--- config.mk ---
export PLATFORM = sky130hd
export DESIGN_NAME = alu_seq_flat
export DESIGN_NICKNAME = d
export VERILOG_FILES = /design/src/rtl/alu_seq_pkg.sv /design/src/rtl/alu_seq_if.sv /design/src/rtl/alu_seq_mul_iter.sv /design/src/rtl/alu_seq.sv /design/src/flat_wrapper.sv
export SDC_FILE = /design/constraint.sdc
export NUM_CORES = 1
export LEC_CHECK = 0
export BUFFER_PORTS_ARGS = -buffer_cell sky130_fd_sc_hd__buf_4
export CAP_MARGIN = 5
export CORE_MARGIN = 2
export CORE_UTILIZATION = 55
export CTS_CLUSTER_SIZE = 12
export DETAILED_ROUTE_END_ITERATION = 8
export PLACE_DENSITY = 0.77
export SLEW_MARGIN = 10
export SYNTH_ARGS = -nofsm -noshare
export SYNTH_HDL_FRONTEND = slang
export SYNTH_HIERARCHICAL = 1
export SYNTH_SLANG_ARGS = --single-unit
--- constraint.sdc ---
create_clock -name clk -period 7.7 [get_ports clk]
set_input_delay 0.385 -clock clk [delete_from_list [all_inputs] [get_ports clk]]
set_output_delay 0.385 -clock clk [all_outputs]
set_load 0.02 [all_outputs]
--- src/rtl/alu_seq_pkg.sv ---
`default_nettype none
// ============================================================================
// Module      : alu_pkg
// Description : Shared opcode encodings, flag bit positions and FSM state
//               encoding for the handshaked sequential ALU (alu_seq).
// Revision    : 1.0 - initial release
// ============================================================================
package alu_pkg;

  // Opcode encoding, unchanged from the single-cycle execute ALU plus MUL
  localparam logic [3:0] OP_MOV = 4'b0001;
  localparam logic [3:0] OP_ADD = 4'b0010;
  localparam logic [3:0] OP_ADC = 4'b0011;
  localparam logic [3:0] OP_SUB = 4'b0100;
  localparam logic [3:0] OP_SBC = 4'b0101;
  localparam logic [3:0] OP_AND = 4'b0110;
  localparam logic [3:0] OP_ORR = 4'b0111;
  localparam logic [3:0] OP_EOR = 4'b1000;
  localparam logic [3:0] OP_MVN = 4'b1001;
  localparam logic [3:0] OP_MUL = 4'b1010;

  // Flag register layout {Z,C,V,N}
  localparam int FLAG_Z = 3;
  localparam int FLAG_C = 2;
  localparam int FLAG_V = 1;
  localparam int FLAG_N = 0;

  typedef enum logic [0:0] {
    ST_IDLE     = 1'b0,
    ST_MUL_BUSY = 1'b1
  } state_e;

endpackage
`default_nettype wire

--- src/rtl/alu_seq_if.sv ---
`default_nettype none
// ============================================================================
// Module      : alu_seq_if
// Description : Handshake bundle for alu_seq.
//   in_valid/in_ready   : operation handshake (producer -> ALU)
//   src_a, src_b        : operands (WIDTH bits)
//   alu_op, s_bit       : opcode and flag-update request
//   out_valid/out_ready : result handshake (ALU -> consumer)
//   result_q, status_q  : registered result and {Z,C,V,N} flag register
//   Modports: master = operation producer / result consumer, slave = ALU.
// Revision    : 1.0 - initial release
// ============================================================================
interface alu_seq_if #(
  parameter int WIDTH = 32
);
  logic             in_valid;
  logic             in_ready;
  logic [WIDTH-1:0] src_a;
  logic [WIDTH-1:0] src_b;
  logic [3:0]       alu_op;
  logic             s_bit;
  logic             out_valid;
  logic             out_ready;
  logic [WIDTH-1:0] result_q;
  logic [3:0]       status_q;

  modport master (
    output in_valid, src_a, src_b, alu_op, s_bit, out_ready,
    input  in_ready, out_valid, result_q, status_q
  );

  modport slave (
    input  in_valid, src_a, src_b, alu_op, s_bit, out_ready,
    output in_ready, out_valid, result_q, status_q
  );
endinterface
`default_nettype wire

--- src/rtl/alu_seq_mul_iter.sv ---
`default_nettype none
// ============================================================================
// Module      : alu_mul_iter
// Description : Iterative shift-add multiplier producing the low WIDTH bits
//               of a*b. One partial product per cycle; WIDTH steps in total.
//   clk, rst    : clock, synchronous active-high reset
//   start_i     : latch a_i/b_i, clear accumulator and step counter
//   a_i, b_i    : operands (sampled only on start_i)
//   done_o      : high during the final step; product_o valid in that cycle
//   product_o   : low WIDTH bits of the product (valid with done_o)
// Revision    : 1.0 - initial release
// ============================================================================
module alu_mul_iter #(
  parameter int WIDTH = 32,
  parameter int CNT_W = $clog2(WIDTH) + 1
) (
  input  wire logic             clk,
  input  wire logic             rst,
  input  wire logic             start_i,
  input  wire logic [WIDTH-1:0] a_i,
  input  wire logic [WIDTH-1:0] b_i,
  output logic                  done_o,
  output logic [WIDTH-1:0]      product_o
);

  logic [WIDTH-1:0] mcand_q;   // multiplicand, shifted left each step
  logic [WIDTH-1:0] mplier_q;  // multiplier, shifted right each step
  logic [WIDTH-1:0] acc_q;
  logic [CNT_W-1:0] cnt_q;
  logic             busy_q;
  logic [WIDTH-1:0] acc_d;

  assign acc_d     = acc_q + (mplier_q[0] ? mcand_q : '0);
  // The final step's sum is handed out directly so the owner can register it
  // on the same edge, keeping latency at exactly WIDTH cycles.
  assign done_o    = busy_q && (cnt_q == CNT_W'(WIDTH - 1));
  assign product_o = acc_d;

  always_ff @(posedge clk) begin
    if (rst) begin
      mcand_q  <= '0;
      mplier_q <= '0;
      acc_q    <= '0;
      cnt_q    <= '0;
      busy_q   <= 1'b0;
    end else if (start_i) begin
      mcand_q  <= a_i;
      mplier_q <= b_i;
      acc_q    <= '0;
      cnt_q    <= '0;
      busy_q   <= 1'b1;
    end else if (busy_q) begin
      acc_q    <= acc_d;
      mcand_q  <= mcand_q << 1;
      mplier_q <= mplier_q >> 1;
      cnt_q    <= cnt_q + 1'b1;
      if (done_o) begin
        busy_q <= 1'b0;
      end
    end
  end

endmodule
`default_nettype wire

--- src/rtl/alu_seq.sv ---
`default_nettype none
// ============================================================================
// Module      : alu_seq
// Description : Handshaked execute-stage ALU with registered result, internal
//               NZCV flag register and optional iterative MUL.
//   clk, rst : clock, synchronous active-high reset
//   bus      : alu_seq_if.slave (in_valid/in_ready, src_a, src_b, alu_op,
//              s_bit, out_valid/out_ready, result_q, status_q {Z,C,V,N})
//   Optional : define ALU_SEQ_MUL_EN to build the MUL_BUSY state and the
//              iterative multiplier; otherwise opcode 1010 is undefined.
// Revision    : 1.0 - initial release
// ============================================================================
module alu_seq
  import alu_pkg::*;
#(
  parameter int WIDTH = 32,
  parameter int CNT_W = $clog2(WIDTH) + 1
) (
  input wire logic  clk,
  input wire logic  rst,
  alu_seq_if.slave  bus
);

  if (WIDTH < 4 || CNT_W != $clog2(WIDTH) + 1) begin : g_param_chk
    $error("alu_seq: WIDTH must be >= 4 and CNT_W must not be overridden");
  end

  state_e           state_q, state_d;
  logic             out_valid_q, out_valid_d;
  logic [WIDTH-1:0] result_q, result_d;
  logic [3:0]       status_q, status_d;

  logic             in_ready;
  logic             accept;
  logic [WIDTH-1:0] op_res;
  logic [3:0]       op_flags;
  logic [WIDTH:0]   sum;
  logic [WIDTH-1:0] b_eff;
  logic             cin;
  logic             arith;

  assign in_ready = (state_q == ST_IDLE) && (!out_valid_q || bus.out_ready);
  assign accept   = bus.in_valid && in_ready;

  assign bus.in_ready  = in_ready;
  assign bus.out_valid = out_valid_q;
  assign bus.result_q  = result_q;
  assign bus.status_q  = status_q;

  // Single-cycle decode. Subtraction is a + ~b + cin, so the carry out is
  // already the "not borrow" convention and SBC simply feeds C as cin.
  always_comb begin
    op_res   = '0;
    op_flags = '0;
    b_eff    = bus.src_b;
    cin      = 1'b0;
    arith    = 1'b0;
    case (bus.alu_op)
      OP_MOV: op_res = bus.src_b;
      OP_ADD: arith = 1'b1;
      OP_ADC: begin arith = 1'b1; cin = status_q[FLAG_C]; end
      OP_SUB: begin arith = 1'b1; b_eff = ~bus.src_b; cin = 1'b1; end
      OP_SBC: begin arith = 1'b1; b_eff = ~bus.src_b; cin = status_q[FLAG_C]; end
      OP_AND: op_res = bus.src_a & bus.src_b;
      OP_ORR: op_res = bus.src_a | bus.src_b;
      OP_EOR: op_res = bus.src_a ^ bus.src_b;
      OP_MVN: op_res = ~bus.src_b;
      OP_MUL: op_res = '0;  // handled by the multiplier when it is built
      default: op_res = '0;
    endcase
    sum = {1'b0, bus.src_a} + {1'b0, b_eff} + {{WIDTH{1'b0}}, cin};
    if (arith) begin
      op_res           = sum[WIDTH-1:0];
      op_flags[FLAG_C] = sum[WIDTH];
      op_flags[FLAG_V] = (bus.src_a[WIDTH-1] == b_eff[WIDTH-1]) &&
                         (op_res[WIDTH-1] != bus.src_a[WIDTH-1]);
    end
    op_flags[FLAG_Z] = (op_res == '0);
    op_flags[FLAG_N] = op_res[WIDTH-1];
  end

`ifdef ALU_SEQ_MUL_EN
  logic             sbit_q, sbit_d;
  logic             mul_start;
  logic             mul_done;
  logic [WIDTH-1:0] mul_prod;

  assign mul_start = accept && (bus.alu_op == OP_MUL);

  alu_mul_iter #(
    .WIDTH (WIDTH),
    .CNT_W (CNT_W)
  ) u_mul (
    .clk       (clk),
    .rst       (rst),
    .start_i   (mul_start),
    .a_i       (bus.src_a),
    .b_i       (bus.src_b),
    .done_o    (mul_done),
    .product_o (mul_prod)
  );
`endif

  always_comb begin
    state_d     = state_q;
    out_valid_d = out_valid_q;
    result_d    = result_q;
    status_d    = status_q;
`ifdef ALU_SEQ_MUL_EN
    sbit_d      = sbit_q;
`endif
    if (out_valid_q && bus.out_ready) begin
      out_valid_d = 1'b0;
    end
    case (state_q)
      ST_IDLE: begin
        if (accept) begin
`ifdef ALU_SEQ_MUL_EN
          if (bus.alu_op == OP_MUL) begin
            state_d = ST_MUL_BUSY;
            sbit_d  = bus.s_bit;
          end else
`endif
          begin
            result_d    = op_res;
            out_valid_d = 1'b1;
            if (bus.s_bit) begin
              status_d = op_flags;
            end
          end
        end
      end
      ST_MUL_BUSY: begin
`ifdef ALU_SEQ_MUL_EN
        if (mul_done) begin
          state_d     = ST_IDLE;
          result_d    = mul_prod;
          out_valid_d = 1'b1;
          if (sbit_q) begin
            // MUL leaves C and V untouched
            status_d[FLAG_Z] = (mul_prod == '0);
            status_d[FLAG_N] = mul_prod[WIDTH-1];
          end
        end
`else
        state_d = ST_IDLE;
`endif
      end
      default: state_d = ST_IDLE;
    endcase
  end

  always_ff @(posedge clk) begin
    if (rst) begin
      state_q     <= ST_IDLE;
      out_valid_q <= 1'b0;
      result_q    <= '0;
      status_q    <= 4'b0000;
`ifdef ALU_SEQ_MUL_EN
      sbit_q      <= 1'b0;
`endif
    end else begin
      state_q     <= state_d;
      out_valid_q <= out_valid_d;
      result_q    <= result_d;
      status_q    <= status_d;
`ifdef ALU_SEQ_MUL_EN
      sbit_q      <= sbit_d;
`endif
    end
  end

endmodule
`default_nettype wire

--- src/flat_wrapper.sv ---
// flat-port wrapper written by rule: the top's interface ports become plain ports
module alu_seq_flat import alu_pkg::*;
#(
  parameter int WIDTH = 32,
  parameter int CNT_W = $clog2(WIDTH) + 1
)
  (clk, rst, bus_in_valid, bus_src_a, bus_src_b, bus_alu_op, bus_s_bit, bus_out_ready, bus_in_ready, bus_out_valid, bus_result_q, bus_status_q);
  alu_seq_if #(.WIDTH(WIDTH)) bus_i ();
  input wire logic clk;
  input wire logic rst;
  input wire logic [$bits(bus_i.in_valid)-1:0] bus_in_valid;
  input wire logic [$bits(bus_i.src_a)-1:0] bus_src_a;
  input wire logic [$bits(bus_i.src_b)-1:0] bus_src_b;
  input wire logic [$bits(bus_i.alu_op)-1:0] bus_alu_op;
  input wire logic [$bits(bus_i.s_bit)-1:0] bus_s_bit;
  input wire logic [$bits(bus_i.out_ready)-1:0] bus_out_ready;
  output wire logic [$bits(bus_i.in_ready)-1:0] bus_in_ready;
  output wire logic [$bits(bus_i.out_valid)-1:0] bus_out_valid;
  output wire logic [$bits(bus_i.result_q)-1:0] bus_result_q;
  output wire logic [$bits(bus_i.status_q)-1:0] bus_status_q;
  assign bus_i.in_valid = bus_in_valid;
  assign bus_i.src_a = bus_src_a;
  assign bus_i.src_b = bus_src_b;
  assign bus_i.alu_op = bus_alu_op;
  assign bus_i.s_bit = bus_s_bit;
  assign bus_i.out_ready = bus_out_ready;
  assign bus_in_ready = bus_i.in_ready;
  assign bus_out_valid = bus_i.out_valid;
  assign bus_result_q = bus_i.result_q;
  assign bus_status_q = bus_i.status_q;
  alu_seq #(.WIDTH(WIDTH), .CNT_W(CNT_W)) u_core (.clk(clk), .rst(rst), .bus(bus_i));
endmodule
### After elaboration in Yosys (flattened, before gate mapping)

Index checks and enable logic that the tools add are counted.

* output and inout port bits: 38
* flip-flop bits (word level): 37

* add/subtract/negate cells: 2
* equal/unequal tests: 11
* mux-type cells: 8
* bitwise operators: 4
* reduce and logical (&&, ||, !) cells: 11

Operators with widths (count)
* $pmux W32 S5: 1
* $mux W32: 2
* $add A32 B32 Y33: 1
* $add A33 B1 Y33: 1
* $and A32 B32 Y32: 1
* $logic_not A32 Y1: 1
* $not A32 Y32: 1
* $or A32 B32 Y32: 1
* $xor A32 B32 Y32: 1
* $eq A4 B3 Y1 const B: 4
* $eq A4 B2 Y1 const B: 2
* $eq A4 B4 Y1 const B: 2
* $eq A4 B1 Y1 const B: 1
* $reduce_or A2 Y1: 2
* $reduce_or A4 Y1: 1
* $logic_and A1 B1 Y1: 3
* $mux W1: 3
* $mux W2: 1
* $pmux W1 S2: 1
* $reduce_and A2 Y1: 1
* $reduce_bool A2 Y1: 1
* $eq A1 B1 Y1: 1
* $logic_not A1 Y1: 1
* $logic_or A1 B1 Y1: 1
* $ne A1 B1 Y1: 1

### Logic depth before layout (Yosys ltp)

Gate-level depths: netlist (run 1).

* depth in word-level cells: 8
* mapped depth: 20
* depth with buffers taken out: 15

### Least setup slack after synthesis (run 1)

Ideal clock, no wire load.

* path type: in2reg
* from: input port bus_alu_op[0]
* to: register u_core.status_q[3] (netlist: u_core/bus.status_q[3])
* cell stages on the path: 20
* arrival time: 5.173 ns
* data required time: 7.613 ns
* library setup time: 0.087 ns
* slack: 2.440 ns
* path through: clkbuf_1 buf_2 clkbuf_1 buf_1 clkbuf_1 nand2_1 o31ai_1 nand2_1 fa_1 fa_1 nand2b_1 a21o_1 a2111o_1 a31oi_2 nor2_1 a311o_1 nor4_1 nand4_1 or4_1 o31ai_1

* word-level cells in the longest chain between the ends: 7
* elaborated cells on any way between the ends: 20

Ends and longest elaborated chain
* start: declaration: RTL line flat_wrapper.sv:14 `input wire logic [$bits(bus_i.alu_op)-1:0] bus_alu_op;`
* $eq A4 B3 Y1: RTL line alu_seq.sv:58 `case (bus.alu_op)`
* $reduce_or A2 Y1 (no line)
* $mux W32
* $add A32 B32 Y33: RTL line alu_seq.sv:71 `sum = {1'b0, bus.src_a} + {1'b0, b_eff} + {{WIDTH{1'b0}}, cin};`
* $add A33 B1 Y33: RTL line alu_seq.sv:71
* $mux W32 (*): RTL line alu_seq.sv:72 `if (arith) begin`
* $logic_not A32 Y1 (*): RTL line alu_seq.sv:78 `op_flags[FLAG_Z] = (op_res == '0);`
* end signal: assignment: RTL line alu_seq.sv:166 `status_q <= status_d;`
* end: declaration: RTL line alu_seq.sv:31 `logic [3:0] status_q, status_d;`

Mark *: on every way between the ends. The rest lies on a longest branch, timed or not.
A chain may end at the register's enable or synchronous reset.

### Worst setup path in the final report (run 1)

* from: input port bus_alu_op[3]
* to: register u_core.status_q[3] (netlist: u_core/bus.status_q[3])

The elaborated chain is that of the path after synthesis.

==> impl_metrics.tcl, run 1 <==
set metrics [dict create \
    status "complete, no violations" \
    hold_viol 0 \
    synth_cell_types 68 \
    grt_max_degree 66 \
    hp-start "bus_in_valid" \
    cp_max_fo 45 \
    dp_cells 1032 \
    first_iter_violations 463 \
    synth_seq_cells 37 \
    setup.worst_path.start "bus_alu_op[3]" \
    final_area_um2 6980 \
    seq_area_frac_synth_pct 12.2 \
    layout_common_cells "buf_4 (116), ha_1 (95), inv_1 (86)" \
    place_congestion 0.968 \
    via_per_inst 6.03 \
    timing.rr.end "u_core/bus.status_q[3]" \
    drc_errors 0 \
    initial_utilization_pct 56.2 \
    p_per_area_nw_per_um2 124 \
    postCtsSetupBuffers 0 \
    cp.required_ns 7.90 \
    hold_depth 3 \
    grt_setup_unrepaired "false" \
    die_x_um 109 \
    worst_pin_slew_ns 1.14 \
    stdcell_count 1040 \
    hold_path_end "u_core/bus.out_valid" \
    nFillCells 988 \
    post_cts_resized 0 \
    cts_tree "done" \
    critical_path_class "input pin to flop" \
    layout_min_cycle_time_ns 4.80 \
    cts_made_buffers 5 \
    yosysWarnings 6 \
    cts_root_buf "clkbuf_8" \
    ys.flop_type "dfxtp_1" \
    cts_hold_buf 0 \
    leakage_nw 3.32 \
    async_flop_share_pct 0 \
    portBuffers 110 \
    worstReg2RegStart "u_core/bus.status_q[2]" \
    antenna_cells 0 \
    clkTransAtPathRegs_ns 0.08 \
    hpwl_um 14400 \
    grt_first_pass_wirelength_um 29600 \
    endpoint_kind "flop" \
    via_count 6270 \
    maxCapViolCount 0 \
    cts_sinks 37 \
    wl_um 18700 \
    rows 38 \
    clock_latency_ns 0.29 \
    slew_viol_final 0 \
    grt_pass1_vias 6036 \
    register_area_um2 741 \
    r2r_slack_ns 3.32 \
    ant_nets 0 \
    grt_use_total_pct 31.5 \
    clockBufferDepth 2 \
    start_kind "input pin" \
    drive_gt1_share_pct 14.9 \
    slew_headroom_pct 23.4 \
    syn_avg_cell_area_um2 7.28 \
    synth_area_um2 6070 \
    wl_per_cell_um 18.0 \
    r2r_cells 15 \
    synth-edff-count 0 \
    dieArea_um2 11900 \
    fin_crit_sh_pct 62.4 \
    drt-pass1-iter-count 6 \
    htreeDepth 2 \
    core_region_area_um2 10800 \
    place_area_um2 6900 \
    antenna_found_initial 0 \
    overflow 0 \
    mostFrequentLayoutCell "buf_4" \
    setup_viol 0 \
    fp.dieH_um 109 \
    min_path_type "input pin to flop" \
    peakVddDrop_mv 0.0939 \
    finalSetupTns_ns 0 \
    ioPinCount 111 \
    max_freq_ghz 0.208 \
    fin_worst_skew_ns 0.0111 \
    syn_inst 833 \
    nets 1069 \
    multi_input_area_um2 4790 \
    crit_arrival_ns 5.01 \
    area_growth_pct 15.1 \
    synth.net_count 1003 \
]
## final cells by class
cell class              count  area share, %
clock buffers               6           1.04
inverters                  86           4.62
multi-input cells         653           68.6
flip-flops and latches     37           10.6
repair buffers            116           12.5
well taps                 140           2.51
clock inverters             2          0.143
## per-layer routing
metal / vias up / wire length, um / global-route usage [%]
met4: 0 / 631 / 12.0
met3: 38 / 862 / 3.23
met5: - / 0 / 0
met2: 210 / 9420 / 58.4
li1: 3098 / - / -
met1: 2924 / 7820 / 36.8
## worst max path at each step
| stage | endpoint | slack, ns | cells past startpoint |
|---|---|---|---|
| after floorplan | u_core/bus.status_q[3] | 2.44 | 20 |
| after global placement | u_core/bus.status_q[3] | 2.74 | 17 |
| after detailed placement | u_core/bus.status_q[3] | 2.62 | 17 |
| after CTS | u_core/bus.status_q[3] | 2.91 | 17 |
| after global routing | u_core/bus.status_q[3] | 2.64 | 17 |
| final | u_core/bus.status_q[3] | 2.90 | 17 |
## cell usage after synthesis (9+ instances only)
cell type | number | share of area, %
a211oi_1 | 18 | 2.2
a21o_1 | 10 | 1.2
a21oi_1 | 59 | 4.9
a22oi_1 | 20 | 2.5
clkbuf_1 | 45 | 2.8
dfxtp_1 | 37 | 12
ha_1 | 95 | 20
inv_1 | 86 | 5.3
mux2i_1 | 13 | 2.1
nand2_1 | 52 | 3.2
nand3_1 | 13 | 1.1
nand4_1 | 15 | 1.5
nor2_1 | 67 | 4.1
nor3_1 | 23 | 1.9
o211ai_1 | 9 | 1.1
o21a_1 | 10 | 1.2
o21ai_0 | 39 | 3.2
o22ai_1 | 16 | 1.6
xnor2_1 | 47 | 6.8
xor2_1 | 33 | 4.8
## metrics by stage
step                power, W  hold WS (ns)  util (%)  worst slack (ns)
global route        0.000929         0.342      64.7              2.64
detailed placement  0.000728         0.462      63.9              2.62
global placement    0.000718         0.456      63.9              2.74
finish              0.000866         0.349      64.7              2.90
CTS                 0.000860         0.341      64.7              2.91
floorplan           0.000569         0.514         -              2.44
## report_power, final
group	internal, W	switching [W]	leakage, nW	total, W
Combinational	0.000208	0.000310	2.97	0.000518
Clock	0.0000628	0.0000698	0.0450	0.000133
Sequential	0.000207	0.00000869	0.305	0.000216
## worst max-delay path: stages
cell	delay [ns]
buf_4	0.53
nand2b_1	0.29
nor2_4	0.05
buf_4	0.29
xnor2_1	0.27
inv_1	0.08
fa_1	0.40
nand2b_1	0.20
a21o_1	0.20
a2111o_1	0.41
a31oi_2	0.25
nor2_1	0.07
a311o_1	0.36
nor4_1	0.27
nand4_1	0.17
or4_1	0.53
o31ai_1	0.24
## state kept, by name, indices dropped and copies added (netlist names)
name	count
u_core/bus.out_valid	1
u_core/bus.result_q	32
u_core/bus.status_q	4
## cells by family (layout without fill, tap and decap cells)
kind of cell | Yosys count | count (layout) | synth area share [%]
AOI/OAI and AO/OA | 255 | 255 | 28.8
xor gates and xnor gates | 80 | 80 | 11.5
adders and majority gates | 97 | 97 | 20.3
buffers and inverters | 143 | 210 | 8.97
DFF | 37 | 37 | 12.2
muxes | 13 | 13 | 2.14
and+or+nand+nor | 208 | 208 | 16.1
Power figures use the tool's default switching activity.
==> run 2, diff against run 1 <==
==> constraint.sdc (replaced) <==
create_clock -name clk -period 4.65 [get_ports clk]
set_input_delay 0.2325 -clock clk [delete_from_list [all_inputs] [get_ports clk]]
set_output_delay 0.2325 -clock clk [all_outputs]
set_load 0.02 [all_outputs]
==> run 2 against run 1 <==
  * Critical endpoint unchanged
  * Non-clock buffer count increased by 7
  * Die area unchanged
  * Cell area increased by 1.0%
  * Largest cell class unchanged
  * First-iteration DRC count decreased by 13%
  * Register-to-register slack got worse by 2.9 ns
  * Clock-buffer cell count decreased by 1
  * Final cell count increased by 0.67%
==> impl_metrics.tcl, run 2 (synthesis results as in run 1) <==
set metrics [dict create \
    layout_common_cells "buf_4 (122), ha_1 (95), inv_1 (86)" \
    grt_use_total_pct 31.9 \
    wl_um 19100 \
    cp_num_buf_inv 1 \
    post_cts_resized 0 \
    first_iter_violations 401 \
    drc_errors 0 \
    top_register "u_core/bus.result_q" \
    grt_setup_unrepaired "false" \
    leakage_nw 3.36 \
    critical_path_class "input pin to flop" \
    hold_viol 0 \
    postCtsSetupBuffers 0 \
    cts_hold_buf 0 \
    cp.required_ns 4.87 \
    r2r_cells 15 \
    crit_chain "buf_4, nand2b_1, o31ai_1, nand2_1, fa_2, fa_1, nand2b_1, a21o_1, a2111o_1, a31oi_2, nor2_1, a311o_1, nor4_1, nand4_1, or4_1, o31ai_1" \
    htreeDepth 2 \
    register_area_um2 741 \
    slowest_stage "or4_1" \
    cp_max_fo 4 \
    hold_depth 3 \
    place_congestion 0.961 \
    antenna_cells 0 \
    via_per_inst 6.08 \
    rows 38 \
    final_area_um2 7060 \
    hpwl_um 14700 \
    antenna_found_initial 0 \
    dieArea_um2 11900 \
    utilization_pct 65.4 \
    worstReg2RegStart "u_core/bus.status_q[2]" \
    min_path_type "input pin to flop" \
    place_area_um2 6970 \
    max_freq_ghz 0.232 \
    slew_viol_final 0 \
    endpoint_kind "flop" \
    timing.rr.end "u_core/bus.status_q[3]" \
    clockBufferDepth 2 \
    peakVddDrop_mv 0.188 \
    hp-start "bus_in_valid" \
    ant_nets 0 \
    largest_reg_flops 32 \
    r2r_slack_ns 0.37 \
    fin_worst_skew_ns 0.0102 \
    die_x_um 109 \
    cpPeakStageDelay_ns 0.54 \
    grt_first_pass_wirelength_um 29900 \
    mostFrequentLayoutCell "buf_4" \
    nFillCells 991 \
    multi_input_area_um2 4790 \
    ioPinCount 111 \
    setup.worst_path.start "bus_alu_op[3]" \
    finalSetupTns_ns 0 \
    hold_path_end "u_core/bus.out_valid" \
    status "complete, no violations" \
    drive_gt1_share_pct 15.8 \
    cts_tree "done" \
    cts_root_buf "clkbuf_8" \
    worst_pin_slew_ns 0.903 \
    cts_sinks 37 \
    slew_headroom_pct 39.5 \
    grt_pass1_vias 6049 \
    fp.dieH_um 109 \
    clkTransAtPathRegs_ns 0.09 \
    core_region_area_um2 10800 \
    nets 1076 \
    start_kind "input pin" \
    cts_made_buffers 5 \
    crit_arrival_ns 4.53 \
    portBuffers 110 \
    area_growth_pct 16.3 \
    setup_viol 0 \
    via_count 6362 \
    layout_min_cycle_time_ns 4.31 \
    p_per_area_nw_per_um2 208 \
    critPathTopFamily "compound AO/OA/AOI/OAI gates" \
    grt_max_degree 51 \
    drt-pass1-iter-count 6 \
    wl_per_cell_um 18.2 \
    fin_crit_sh_pct 92.6 \
    maxCapViolCount 0 \
    overflow 0 \
    clock_latency_ns 0.30 \
    initial_utilization_pct 56.2 \
]
[run 2: cell types whose count changed in the layout (fill, tap and decap cells not counted)]
| cell | change |
|---|---|
| buf_12 | +1 |
| buf_4 | +6 |
| clkbuf_1 | -1 |
| clkinvlp_4 | +1 |
| fa_1 | -1 |
| fa_2 | +1 |
[run 2: final cells by class]
| cell class | count | area share, % |
|---|---|---|
| inverter | 86 | 4.58 |
| sequential | 37 | 10.5 |
| tap | 140 | 2.48 |
| clock inverter | 3 | 0.248 |
| clock buffer | 5 | 0.975 |
| multi-input combinational | 653 | 68.0 |
| timing repair buffer | 123 | 13.3 |
[run 2: report_power, final]
part / internal (W) / total (W) / switching, W
registers: 0.000343 / 0.000357 / 0.0000142
logic: 0.000353 / 0.000871 / 0.000519
clock network: 0.000104 / 0.000237 / 0.000133
[run 2: worst reg2reg max path: stages, from the launching register on]
cell      delay (ns)
dfxtp_1         0.34
nand2_1         0.05
o31ai_1         0.06
nand2_1         0.12
fa_2            0.40
fa_1            0.45
nand2b_1        0.20
a21o_1          0.20
a2111o_1        0.40
a31oi_2         0.29
nor2_1          0.08
a311o_1         0.36
nor4_1          0.27
nand4_1         0.18
or4_1           0.54
o31ai_1         0.24
[run 2: per-layer routing]
| metal | wire length (um) | up-vias | GRT usage (%) |
|---|---|---|---|
| li1 | - | 3104 | - |
| met1 | 7690 | 2992 | 37.7 |
| met2 | 9550 | 215 | 57.4 |
| met3 | 1010 | 51 | 3.95 |
| met4 | 837 | 0 | 13.6 |
| met5 | 0 | - | 0 |
[run 2: through the flow]
step / hold WS (ns) / worst slack (ns) / total power (W) / std cells
after CTS: 0.167 / 0.389 / 0.00146 / 1047
after global placement: 0.451 / 0.209 / 0.00120 / 1039
after global routing: 0.176 / 0.219 / 0.00157 / 1047
after floorplan: 0.362 / 0.00881 / 0.000943 / 833
after detailed placement: 0.455 / 0.0887 / 0.00122 / 1039
final: 0.186 / 0.344 / 0.00146 / 1047
[run 2: worst max path at each step]
stage	end	slack [ns]	cells past startpoint
detailed placement	u_core/bus.status_q[3]	0.09	16
CTS	u_core/bus.status_q[3]	0.39	16
floorplan	u_core/bus.status_q[3]	0.009	19
global placement	u_core/bus.status_q[3]	0.21	16
global route	u_core/bus.status_q[3]	0.22	16
finish	u_core/bus.status_q[3]	0.34	16
